$ cat src/rtl/uart_core_param_if.sv
// Byte-stream side of the UART core: TX and RX valid/ready channels plus receive status flags.
interface uart_core_param_if #(
  parameter int DATA_BITS = 8
);
  logic [DATA_BITS-1:0] tx_data;
  logic                 tx_valid;
  logic                 tx_ready;
  logic [DATA_BITS-1:0] rx_data;
  logic                 rx_valid;
  logic                 rx_ready;
  logic                 rx_parity_err;
  logic                 rx_frame_err;
  logic                 rx_overrun;

  modport master (
    output tx_data, tx_valid, rx_ready,
    input  tx_ready, rx_data, rx_valid, rx_parity_err, rx_frame_err, rx_overrun
  );

  modport slave (
    input  tx_data, tx_valid, rx_ready,
    output tx_ready, rx_data, rx_valid, rx_parity_err, rx_frame_err, rx_overrun
  );
endinterface

$ cat src/rtl/uart_core_param.sv
// Parametrised full-duplex UART: shared 16x oversample tick, TX and RX FSMs, RX output register.
module uart_core_param #(
  parameter int DIVISOR    = 27,
  parameter int DATA_BITS  = 8,
  parameter int PARITY_EN  = 0,
  parameter int PARITY_ODD = 0,
  parameter int STOP_BITS  = 1
) (
  input  logic               clk,
  input  logic               rst,
  input  logic               loopback,
  uart_core_param_if.slave   bus,
  output logic               txd,
  input  logic               rxd
);

  localparam int         DIV_W     = (DIVISOR > 1) ? $clog2(DIVISOR) : 1;
  localparam logic [DIV_W-1:0] DIV_LAST = DIV_W'(DIVISOR - 1);
  localparam logic [3:0] LAST_BIT  = 4'(DATA_BITS - 1);
  localparam logic [4:0] STOP_LAST = 5'(STOP_BITS * 16 - 1);

  function automatic logic calc_par(input logic [DATA_BITS-1:0] d);
    return (^d) ^ (PARITY_ODD != 0);
  endfunction

  // Oversample tick: registered, so it is high for the cycle after the counter wraps
  logic [DIV_W-1:0] div_cnt;
  logic             tick;

  always_ff @(posedge clk) begin
    if (rst) begin
      div_cnt <= '0;
      tick    <= 1'b0;
    end else begin
      tick    <= (div_cnt == DIV_LAST);
      div_cnt <= (div_cnt == DIV_LAST) ? '0 : div_cnt + 1'b1;
    end
  end

  typedef enum logic [2:0] {TX_IDLE, TX_START, TX_DATA, TX_PAR, TX_STOP} tx_state_t;

  tx_state_t            tx_state;
  logic [4:0]           tx_ph;
  logic [3:0]           tx_bit;
  logic [DATA_BITS-1:0] tx_sh;
  logic                 tx_par;
  logic                 tx_bit_val;
  logic                 tx_accept;

  assign tx_accept = bus.tx_valid && bus.tx_ready;

  always_comb begin
    tx_bit_val = 1'b1;
    case (tx_state)
      TX_START: tx_bit_val = 1'b0;
      TX_DATA:  tx_bit_val = tx_sh[0];
      TX_PAR:   tx_bit_val = tx_par;
      default:  tx_bit_val = 1'b1;
    endcase
  end

  // TX: a state's line level is driven on its first tick, so each bit lasts exactly 16 ticks
  always_ff @(posedge clk) begin
    if (rst) begin
      tx_state     <= TX_IDLE;
      tx_ph        <= '0;
      tx_bit       <= '0;
      txd          <= 1'b1;
      bus.tx_ready <= 1'b1;
    end else if (tx_state == TX_IDLE) begin
      if (tx_accept) begin
        tx_state     <= TX_START;
        tx_ph        <= '0;
        tx_bit       <= '0;
        bus.tx_ready <= 1'b0;
      end
    end else if (tick) begin
      tx_ph <= tx_ph + 5'd1;
      if (tx_ph == 5'd0) txd <= tx_bit_val;
      case (tx_state)
        TX_START: if (tx_ph == 5'd15) begin
          tx_state <= TX_DATA;
          tx_ph    <= '0;
        end
        TX_DATA: if (tx_ph == 5'd15) begin
          tx_ph  <= '0;
          tx_bit <= tx_bit + 4'd1;
          if (tx_bit == LAST_BIT) tx_state <= (PARITY_EN != 0) ? TX_PAR : TX_STOP;
        end
        TX_PAR: if (tx_ph == 5'd15) begin
          tx_state <= TX_STOP;
          tx_ph    <= '0;
        end
        TX_STOP: if (tx_ph == STOP_LAST) begin
          tx_state     <= TX_IDLE;
          tx_ph        <= '0;
          bus.tx_ready <= 1'b1;
        end
        default: tx_state <= TX_IDLE;
      endcase
    end
  end

  always_ff @(posedge clk) begin
    if (tx_accept) begin
      tx_sh  <= bus.tx_data;
      tx_par <= calc_par(bus.tx_data);
    end else if (tick && tx_state == TX_DATA && tx_ph == 5'd15) begin
      tx_sh <= tx_sh >> 1;
    end
  end

  typedef enum logic [2:0] {RX_IDLE, RX_START, RX_DATA, RX_PAR, RX_STOP} rx_state_t;

  rx_state_t            rx_state;
  logic [3:0]           rx_ph;
  logic [3:0]           rx_bit;
  logic [DATA_BITS-1:0] rx_sh;
  logic                 rx_perr;
  logic                 armed;
  logic                 lb_sel;
  logic                 rx_src;
  logic                 sync_p0;
  logic                 sync_p1;
  logic                 rx_done;

  // Loopback select is live while idle and frozen for the rest of a frame
  assign rx_src = ((rx_state == RX_IDLE) ? loopback : lb_sel) ? txd : rxd;

  always_ff @(posedge clk) begin
    if (rst) begin
      sync_p0 <= 1'b1;
      sync_p1 <= 1'b1;
    end else begin
      sync_p0 <= rx_src;
      sync_p1 <= sync_p0;
    end
  end

  assign rx_done = tick && (rx_state == RX_STOP) && (rx_ph == 4'd15);

  // RX: start re-checked 8 ticks in, then every bit sampled 16 ticks apart (mid-bit)
  always_ff @(posedge clk) begin
    if (rst) begin
      rx_state <= RX_IDLE;
      rx_ph    <= '0;
      rx_bit   <= '0;
      rx_perr  <= 1'b0;
      armed    <= 1'b1;
      lb_sel   <= 1'b0;
    end else if (tick) begin
      rx_ph <= rx_ph + 4'd1;
      case (rx_state)
        RX_IDLE: begin
          rx_ph <= '0;
          if (!sync_p1 && armed) begin
            rx_state <= RX_START;
            rx_perr  <= 1'b0;
            lb_sel   <= loopback;
          end else if (sync_p1) begin
            armed <= 1'b1;
          end
        end
        RX_START: if (rx_ph == 4'd7) begin
          rx_ph    <= '0;
          rx_bit   <= '0;
          rx_state <= sync_p1 ? RX_IDLE : RX_DATA;
        end
        RX_DATA: if (rx_ph == 4'd15) begin
          rx_bit <= rx_bit + 4'd1;
          if (rx_bit == LAST_BIT) rx_state <= (PARITY_EN != 0) ? RX_PAR : RX_STOP;
        end
        RX_PAR: if (rx_ph == 4'd15) begin
          rx_perr  <= (sync_p1 != calc_par(rx_sh));
          rx_state <= RX_STOP;
        end
        RX_STOP: if (rx_ph == 4'd15) begin
          armed    <= sync_p1;
          rx_state <= RX_IDLE;
        end
        default: rx_state <= RX_IDLE;
      endcase
    end
  end

  always_ff @(posedge clk) begin
    if (tick && rx_state == RX_DATA && rx_ph == 4'd15) rx_sh <= {sync_p1, rx_sh[DATA_BITS-1:1]};
  end

  // Output register: a consume in the completion cycle frees the slot for the new word
  always_ff @(posedge clk) begin
    if (rst) begin
      bus.rx_valid      <= 1'b0;
      bus.rx_data       <= '0;
      bus.rx_parity_err <= 1'b0;
      bus.rx_frame_err  <= 1'b0;
      bus.rx_overrun    <= 1'b0;
    end else begin
      if (bus.rx_valid && bus.rx_ready) bus.rx_valid <= 1'b0;
      if (rx_done) begin
        if (!bus.rx_valid || bus.rx_ready) begin
          bus.rx_valid      <= 1'b1;
          bus.rx_data       <= rx_sh;
          bus.rx_parity_err <= rx_perr;
          bus.rx_frame_err  <= !sync_p1;
        end else begin
          bus.rx_overrun <= 1'b1;
        end
      end
    end
  end

endmodule

$ cat src/flat_wrapper.sv
// flat-port wrapper written by rule: the top's interface ports become plain ports
module uart_core_param_flat 
#(
  parameter int DIVISOR    = 27,
  parameter int DATA_BITS  = 8,
  parameter int PARITY_EN  = 0,
  parameter int PARITY_ODD = 0,
  parameter int STOP_BITS  = 1
)
  (clk, rst, loopback, txd, rxd, bus_tx_data, bus_tx_valid, bus_rx_ready, bus_tx_ready, bus_rx_data, bus_rx_valid, bus_rx_parity_err, bus_rx_frame_err, bus_rx_overrun);
  uart_core_param_if #(.DATA_BITS(DATA_BITS)) bus_i ();
  input  logic clk;
  input  logic rst;
  input  logic loopback;
  output logic txd;
  input  logic rxd;
  input wire logic [$bits(bus_i.tx_data)-1:0] bus_tx_data;
  input wire logic [$bits(bus_i.tx_valid)-1:0] bus_tx_valid;
  input wire logic [$bits(bus_i.rx_ready)-1:0] bus_rx_ready;
  output wire logic [$bits(bus_i.tx_ready)-1:0] bus_tx_ready;
  output wire logic [$bits(bus_i.rx_data)-1:0] bus_rx_data;
  output wire logic [$bits(bus_i.rx_valid)-1:0] bus_rx_valid;
  output wire logic [$bits(bus_i.rx_parity_err)-1:0] bus_rx_parity_err;
  output wire logic [$bits(bus_i.rx_frame_err)-1:0] bus_rx_frame_err;
  output wire logic [$bits(bus_i.rx_overrun)-1:0] bus_rx_overrun;
  assign bus_i.tx_data = bus_tx_data;
  assign bus_i.tx_valid = bus_tx_valid;
  assign bus_i.rx_ready = bus_rx_ready;
  assign bus_tx_ready = bus_i.tx_ready;
  assign bus_rx_data = bus_i.rx_data;
  assign bus_rx_valid = bus_i.rx_valid;
  assign bus_rx_parity_err = bus_i.rx_parity_err;
  assign bus_rx_frame_err = bus_i.rx_frame_err;
  assign bus_rx_overrun = bus_i.rx_overrun;
  uart_core_param #(.DIVISOR(DIVISOR), .DATA_BITS(DATA_BITS), .PARITY_EN(PARITY_EN), .PARITY_ODD(PARITY_ODD), .STOP_BITS(STOP_BITS)) u_core (.clk(clk), .rst(rst), .loopback(loopback), .bus(bus_i), .txd(txd), .rxd(rxd));
endmodule
$ cat config.mk
export PLATFORM = sky130hd
export DESIGN_NAME = uart_core_param_flat
export DESIGN_NICKNAME = d
export VERILOG_FILES = /design/src/rtl/uart_core_param_if.sv /design/src/rtl/uart_core_param.sv /design/src/flat_wrapper.sv
export SDC_FILE = /design/constraint.sdc
export NUM_CORES = 1
export LEC_CHECK = 0
export CAP_MARGIN = 20
export CORE_MARGIN = 2
export CORE_UTILIZATION = 45
export DETAILED_ROUTE_END_ITERATION = 6
export PLACE_DENSITY = 0.68
export SLEW_MARGIN = 20
export SYNTH_ARGS = -nofsm -noshare
export SYNTH_HDL_FRONTEND = slang
export SYNTH_SLANG_ARGS = --single-unit
$ cat constraint.sdc
create_clock -name clk -period 3.7 [get_ports clk]
set_clock_uncertainty 0.2 [all_clocks]
set_input_delay 0.74 -clock clk [delete_from_list [all_inputs] [get_ports clk]]
set_output_delay 0.74 -clock clk [all_outputs]
set_load 0.02 [all_outputs]
# Yosys cells after proc, flatten, opt, wreduce, memory -nomap -nowiden
# Cells that the tools add are included.
totals:
  register_bits: 65
  in_bits: 14
  out_inout_bits: 14
  wordCells: 150
classes:
  add_sub_neg: 5
  n_eq_ne: 29
  n_mux: 52
  bitwise: 2
  n_reduce_logical: 39
ops:
  columns: ["op", "n"]
  rows:
  - ["$mux W3", 14]
  - ["$mux W4", 8]
  - ["$mux W5", 5]
  - ["$mux W8", 2]
  - ["$pmux W4 S2", 2]
  - ["$reduce_and A4 Y1", 4]
  - ["$reduce_bool A2 Y1", 8]
  - ["$reduce_xor A8 Y1", 2]
  - ["$mux W1", 15]
  - ["$ne A3 B1 Y1 const B", 5]
  - ["$pmux W3 S5", 1]
  - ["$reduce_and A7 Y1", 2]
  - ["$add A4 B1 Y4 const B", 3]
  - ["$eq A3 B2 Y1 const B", 4]
  - ["$eq A4 B3 Y1 const B", 3]
  - ["$ne A2 B1 Y1 const B", 6]
  - ["$pmux W3 S4", 1]
  - ["$add A5 B1 Y5 const B", 2]
  - ["$logic_and A1 B1 Y1", 9]
  - ["$eq A3 B1 Y1 const B", 2]
  - ["$eq A3 B3 Y1 const B", 2]
  - ["$logic_not A3 Y1", 2]
  - ["$ne A2 B2 Y1 const B", 3]
  - ["$reduce_and A2 Y1", 3]
  - ["15 further kinds", 19]

# Logic depth before layout (Yosys ltp)
# Gate-level depths: netlist of run 1.
logic_depth:
  word_depth: 6
  mapped_depth: 8
  mapped_depth_nobuf: 6

# Worst setup path after synthesis of run 1
# No wires, ideal clock.
synth_path:
  path_kind: "input to register"
  start: "input port bus_tx_valid"
  end: "register u_core.tx_bit[0]"
  setup_time_ps: 129
  arrival_ps: 1725
  t_required_ps: 3371
  path_slack_ps: 1647
  path_stages: 6
  path_buffers: 1
  cell_sequence: "nand2_1 -> buf_2 -> or4_1 -> nand3_1 -> o21ai_0 -> nor2b_1"
synth_via:
  elab_chain_len: 3
synth_lines:
  columns: ["element", "line", "rtl"]
  rows:
  - ["from (decl)", "flat_wrapper.sv:18", "input wire logic [$bits(bus_i.tx_valid)-1:0] bus_tx_valid;"]
  - ["$logic_and A1 B1 Y1", "uart_core_param.sv:50", "assign tx_accept = bus.tx_valid && bus.tx_ready;"]
  - ["$ne A2 B1 Y1 (no source line)", null, null]
  - ["$reduce_and A4 Y1 (no source line)", null, null]
  - ["to (signal assigned)", "uart_core_param.sv:87", "tx_bit <= tx_bit + 4'd1;"]
  - ["to (decl)", "uart_core_param.sv:44", "logic [3:0] tx_bit;"]
# Every way passes these cells.
# A chain may end at the register's enable or synchronous reset.

# Worst setup path after layout of run 1
layout_path:
  start: "input port bus_tx_valid"
  end: "register u_core.tx_state[1]"
layout_via:
  elab_chain_len: 3
layout_lines:
  columns: ["element", "line", "rtl"]
  rows:
  - ["$logic_and A1 B1 Y1", "uart_core_param.sv:50", null]
  - ["$ne A2 B1 Y1 (no source line)", null, null]
  - ["$reduce_and A7 Y1 (no source line)", null, null]
  - ["to (signal assigned)", "uart_core_param.sv:88", "if (tx_bit == LAST_BIT) tx_state <= (PARITY_EN != 0) ? TX_PAR : TX_STOP;"]
  - ["to (decl)", "uart_core_param.sv:42", "tx_state_t tx_state;"]
# Every way passes these cells.

==> qor.txt, run 1 <==
Outcome: completed
Async SR Flop Fraction: 0%
Die Ht: 85.8 um
Total wire length: 5680 um
Initial antenna violation count: 0
Post-Syn Instances: 301
Worst setup margin: 1.15 ns
Post-synth EDFFs: 17
Setup violations, final: 0
Routed len/inst: 14.0 um
Commonest non-fill, non-tap cell in the layout: dfxtp_1
Total Routing Usage GR: 17.0%
CP cell instances: clkdlybuf4s50_1 > nand2_1 > nor4_2 > a21oi_1 > or3b_1 > a21oi_1
Crit-path slowest cell: clkdlybuf4s50_1
Setup Buffers After CTS: 0
Worst Hold Launch: u_core.sync_p0
Peak Freq: 0.391 GHz
Cell Area, Placed: 3310 um2
Most frequent cells in the layout: dfxtp_1, nor2_1, clkdlybuf4s50_1
Post-synth top area cell: dfxtp_1
Leakage: 1.33 nW
Synth cell types: 54
Cell area after layout: 3500 um2
Min-Delay Path Class: register to register
Largest net degree at the start of global routing: 35
First-pass GRT wire length: 9830 um
Via density: 5.39
Die area: 7360 um2
Die width: 85.8 um
Crit path kind: primary input to register
CP startpoint: bus_tx_valid
# fillers: 545
#FFs+latches synth: 65
# rows: 29
I/O pins: 28
Delay of the slowest critical-path stage: 0.49 ns
# port buffers: 27
Placement Setup Slack: 0.824 ns
H-tree levels: 3
Max clock buf depth: 2
Max-slew violations: 0
Critical Path Sink Type: register
WP data arrival: 2.62 ns
Routed vias: 2187
Vias in the first global route: 2128
Most used flip-flop cell after synthesis: dfxtp_1
Initial core utilization: 46.9%
CTS root buffer: clkbuf_8
Critical path's most frequent cell: a21oi_1
Period minus WS final: 2.55 ns
Reg clk slew, reported paths: 0.07 ns
Fin nets: 345
Worst skew pair latency: 0.34 ns
Main area contributors after synthesis: dfxtp_1, edfxtp_1, nor2_1
VDD IR max: 0.252 mV
YS warnings: 0
CTS resizes: 0
Detail Route Antenna Nets: 0
Share of the synthesized area in the top cell type: 31.9%
Worst r2r src: u_core.tick
First-pass DRT Iterations: 4
Final hold vios: 0
CTS tree: built
Area grow syn2layout: 16.1%
CTS Hold Buffers Added: 0
Mapped Avg Cell Area: 10.0 um2
Worst Tran Pin Value: 0.799 ns
Fin crit share: 69.0%
Sequential share of the synthesized area: 48.9%
DRT iter0 DRCs: 87
Crit-path max FO: 11
Post-DP HPWL: 3980 um
Pwr Density: 410 nW/um2
Clock sinks: 65
Data required, critical path: 3.76 ns
Placer Congestion: 0.827
Startpoint types: primary input
Max_cap viols: 0
Core area: 6420 um2
Mapped Area: 3010 um2
Final hold slack: 0.212 ns
Grt ovf: 0
Antenna cells: 0
Post-Syn Nets: 322
Max-slew headroom: 46.5%
Fin Setup TNS: 0 ns
Layout cells sized above 1: 9.73%
RSZ-0062 raised after global routing: false
Num CTS Buffers: 9
Drc violations: 0
-- power breakdown --
part | internal [W] | switching [W] | leakage, nW
combinational | 0.0000447 | 0.0000441 | 0.690
clock | 0.000328 | 0.000257 | 0.0974
sequential | 0.000746 | 0.0000125 | 0.546
-- area by class of cell --
type / instances / area (um2) / area share (%)
clock buffers: 13 / 149 / 4.26
multi-input cells: 213 / 1430 / 40.9
inverters: 6 / 22.5 / 0.644
well taps: 77 / 96.3 / 2.76
repair buffers: 29 / 285 / 8.16
clock inverters: 3 / 40.0 / 1.15
flip-flops and latches: 65 / 1470 / 42.1
-- critical path: cells and delay by family --
kind | cells | cell delay, ns
AO/OA/AOI/OAI | 2 | 0.29
buffers and inverters | 1 | 0.49
AND/OR/NAND/NOR | 3 | 1.09
-- kinds of logic after synthesis --
kind of cell	synth area share, %
AO/OA/AOI/OAI	10.6
multiplexers	7.31
buffers and inverters	3.61
AND/OR/NAND/NOR	19.5
XOR/XNOR	7.15
adder cells (fa/ha/maj)	2.91
flip-flops	48.9
-- state kept, by name, indices dropped and copies added, names as in the netlist, 3 cells and up --
name and cells:
u_core.rx_sh 8, u_core.tx_state 3, u_core.bus.rx_data 8, u_core.rx_state 3
u_core.tx_sh 8, u_core.tx_ph 5, u_core.rx_ph 4, u_core.rx_bit 4
u_core.tx_bit 4, u_core.div_cnt 5
-- final timing paths --
kind,endpoint,slack (ns),depth (start not counted)
worst max-delay path,u_core.tx_state[1],1.15,6
worst min-delay path,u_core.sync_p1,0.21,1
worst max register to register,u_core.bus.rx_frame_err,1.36,5
worst min register to register,u_core.sync_p1,0.21,1
-- through the flow --
stage | cells | power [W] | utilization (%)
3_3_place_gp | 390 | 0.000861 | 51.5
2_1_floorplan | 301 | 0.000831 | -
5_1_grt | 406 | 0.00149 | 54.4
6_report | 406 | 0.00143 | 54.4
3_5_place_dp | 390 | 0.000864 | 51.5
4_1_cts | 406 | 0.00145 | 54.4
-- Yosys cell counts, types with 2 or more instances --
| library cell | number |
|---|---|
| dfxtp_1 | 48 |
| nor2_1 | 36 |
| a21oi_1 | 20 |
| edfxtp_1 | 17 |
| nand2_1 | 17 |
| mux2i_1 | 13 |
| xnor2_1 | 13 |
| nand3_1 | 11 |
| nand4_1 | 9 |
| xor2_1 | 9 |
| mux2_2 | 8 |
| nor3_1 | 8 |
| o21ai_0 | 8 |
| clkbuf_1 | 7 |
| ha_1 | 7 |
| inv_1 | 6 |
| buf_2 | 5 |
| nor2b_1 | 5 |
| a31oi_1 | 4 |
| nand2b_1 | 4 |
| a211oi_1 | 3 |
| nand4b_1 | 3 |
| a211o_1 | 2 |
| and3_1 | 2 |
| buf_4 | 2 |
| nand3b_1 | 2 |
| nor3b_1 | 2 |
| o21a_1 | 2 |
| or2_2 | 2 |
| or3_1 | 2 |
-- per-layer routing --
layer  part of all wire (%)  vias to the layer above  track usage (%)
met5                      0                        -                0
met4                   0.92                        0             7.22
met3                    3.5                        6             5.10
met2                     49                       32             27.1
met1                     47                     1028             21.5
li1                       -                     1121                -
(Power assumes the default switching activity.)
==> run 2, diff against run 1 <==
PLACE_DENSITY = 0.71   (was 0.68)
clock period = 2.1 ns   (was 3.7 ns; I/O delays follow)
==> run 2 against run 1 <==
Compared with the run above:
- final cell count up 3.4%
- sequential power rose by 77%
- die area did not move
- sequential share of layout area fell by 1.1 points
- global-route usage grew 0.078 points
- setup slack worse by 1.0 ns
- clock power up 55%
==> qor.txt, run 2 (synthesized netlist as in run 1, its figures left out) <==
WP data arrival: 2.03 ns (-0.59 ns)
Clock sinks: 65 (unchanged)
Max-slew headroom: 65.5% (+19 points)
First-pass GRT wire length: 9940 um (+1.2%)
Area grow syn2layout: 19.1%
Startpoint types: register
Min-Delay Path Class: register to register
Worst skew pair latency: 0.33 ns (about the same)
Data required, critical path: 2.16 ns (-1.60 ns)
Die area: 7360 um2 (unchanged)
Final hold vios: 0 (unchanged)
Placer Congestion: 0.820 (-0.93%)
Post-DP HPWL: 4100 um (+3.1%)
RSZ-0062 raised after global routing: false
Num CTS Buffers: 9 (unchanged)
Combinational power share: 7.0% (+0.8 points)
Critical Path Sink Type: register
Internal power: 0.00184 W (+64%)
Crit path kind: register to register
Sw power: 0.000576 W (+84%)
DRT iter0 DRCs: 77 (-11%)
Clk pwr share: 37.6% (-3.2 points)
Largest net degree at the start of global routing: 15 (-57%)
Via density: 5.41 (+0.51%)
Grt ovf: 0 (unchanged)
VDD IR max: 0.425 mV (+69%)
Leakage: 1.38 nW (+3.9%)
Crit-path max FO: 5 (-6)
Die width: 85.8 um (unchanged)
Antenna cells: 0 (unchanged)
Routed vias: 2274 (+4.0%)
Most frequent cells in the layout: dfxtp_1, nor2_1, clkdlybuf4s50_1
Period minus WS final: 1.97 ns
Vias in the first global route: 2209 (+3.8%)
Hold path depth: 1 (unchanged)
H-tree levels: 3 (unchanged)
DP Cell Count: 404 (+3.6%)
Worst Tran Pin Value: 0.513 ns (-0.285 ns)
Core area: 6420 um2 (unchanged)
Total Routing Usage GR: 17.1% (+0.078 points)
Die Ht: 85.8 um (unchanged)
Pwr Density: 672 nW/um2 (+64%)
CTS root buffer: clkbuf_8
Routed len/inst: 13.5 um (-3.6%)
I/O pins: 28 (unchanged)
Setup Buffers After CTS: 0 (unchanged)
# port buffers: 27 (unchanged)
Outcome: completed
Total wire length: 5670 um (-0.26%)
Initial antenna violation count: 0 (unchanged)
Reg clk slew, reported paths: 0.07 ns (about the same)
Max clock buf depth: 2 (unchanged)
Max-slew violations: 0 (unchanged)
Drc violations: 0 (unchanged)
Fin crit share: 93.7%
Setup violations, final: 0 (unchanged)
Max_cap viols: 0 (unchanged)
Fin nets: 359 (+4.1%)
Layout cells sized above 1: 14.3% (+4.6 points)
Seq pwr share: 55.4% (+2.4 points)
Initial core utilization: 46.9% (unchanged)
Final cell count without fillers: 420 (+3.4%)
Detail Route Antenna Nets: 0 (unchanged)
Fin Setup TNS: 0 ns (unchanged)
Peak Freq: 0.508 GHz
CTS tree: built
Switching Share: 23.9% (+2.0 points)
Worst R2R Path Depth: 7 (+2)
# rows: 29 (unchanged)
Largest regs: u_core.bus.rx_data (8), u_core.rx_sh (8), u_core.tx_sh (8)
# fillers: 563 (+3.3%)
Commonest non-fill, non-tap cell in the layout: dfxtp_1
First-pass DRT Iterations: 4 (unchanged)
run 2: cell type report:
| type | count | area [um2] | area share [%] |
|---|---|---|---|
| clock buffer | 12 | 135 | 3.77 |
| tap | 77 | 96.3 | 2.69 |
| clock inverter | 4 | 30.0 | 0.837 |
| inverter | 6 | 22.5 | 0.628 |
| multi-input combinational | 213 | 1440 | 40.2 |
| sequential | 65 | 1470 | 41.0 |
| timing repair buffer | 43 | 390 | 10.9 |
run 2: metal layers:
metal | vias up | track usage [%] | share of wire, %
met5 | - | 0 | 0
met4 | 0 | 7.65 | 1.7
met3 | 9 | 3.66 | 2.9
met2 | 41 | 26.0 | 47
met1 | 1074 | 23.4 | 49
li1 | 1150 | - | -
run 2: final timing paths:
path | from | end | slack, ns
setup / recovery | u_core.tx_ph[0] | u_core.tx_state[1] | 0.13
setup reg to reg | u_core.tx_ph[0] | u_core.tx_state[1] | 0.13
hold / removal | u_core.sync_p0 | u_core.sync_p1 | 0.22
hold reg to reg | u_core.sync_p0 | u_core.sync_p1 | 0.22
run 2: what timing repair did:
item | 4_1_cts | 5_1_grt
gates resized for setup | 0 | 3
endpoints found under the setup margin | 0 | 17
hold buffers | 0 | 0
run 2: power groups by stage:
stage | Combinational [W] | Sequential, W | Clock (W)
CTS | 0.000171 | 0.00134 | 0.000933
global placement | 0.000166 | 0.00136 | 0
floorplan | 0.000110 | 0.00135 | 0
global route | 0.000188 | 0.00134 | 0.00100
detailed placement | 0.000169 | 0.00136 | 0
finish | 0.000170 | 0.00134 | 0.000906
run 2: worst max-delay path: stages (launching register included):
cell and delay [ns]:
dfxtp_1 0.41, ha_1 0.20, buf_4 0.12, nand4b_1 0.22, o21ai_0 0.15, a21oi_1 0.10, or3b_1 0.35, a21oi_1 0.14
run 2: through the flow:
stage | util, % | setup slack (ns) | hold WS [ns] | area (um2) | total power [W]
after floorplan | - | 0.0748 | 0.189 | 3010 | 0.00146
after global placement | 53.1 | 0.0159 | 0.199 | 3410 | 0.00153
after detailed placement | 53.1 | 0.0142 | 0.208 | 3410 | 0.00153
after CTS | 55.7 | 0.111 | 0.223 | 3580 | 0.00244
after global routing | 55.8 | 0.00191 | 0.256 | 3590 | 0.00253
final | 55.8 | 0.132 | 0.222 | 3590 | 0.00241
==> run 3, diff against run 2 <==
SKIP_CTS_REPAIR_TIMING = 1   (was unset)
==> results of run 3 <==
Final layout, timing and power as in run 2 (identical DEF).
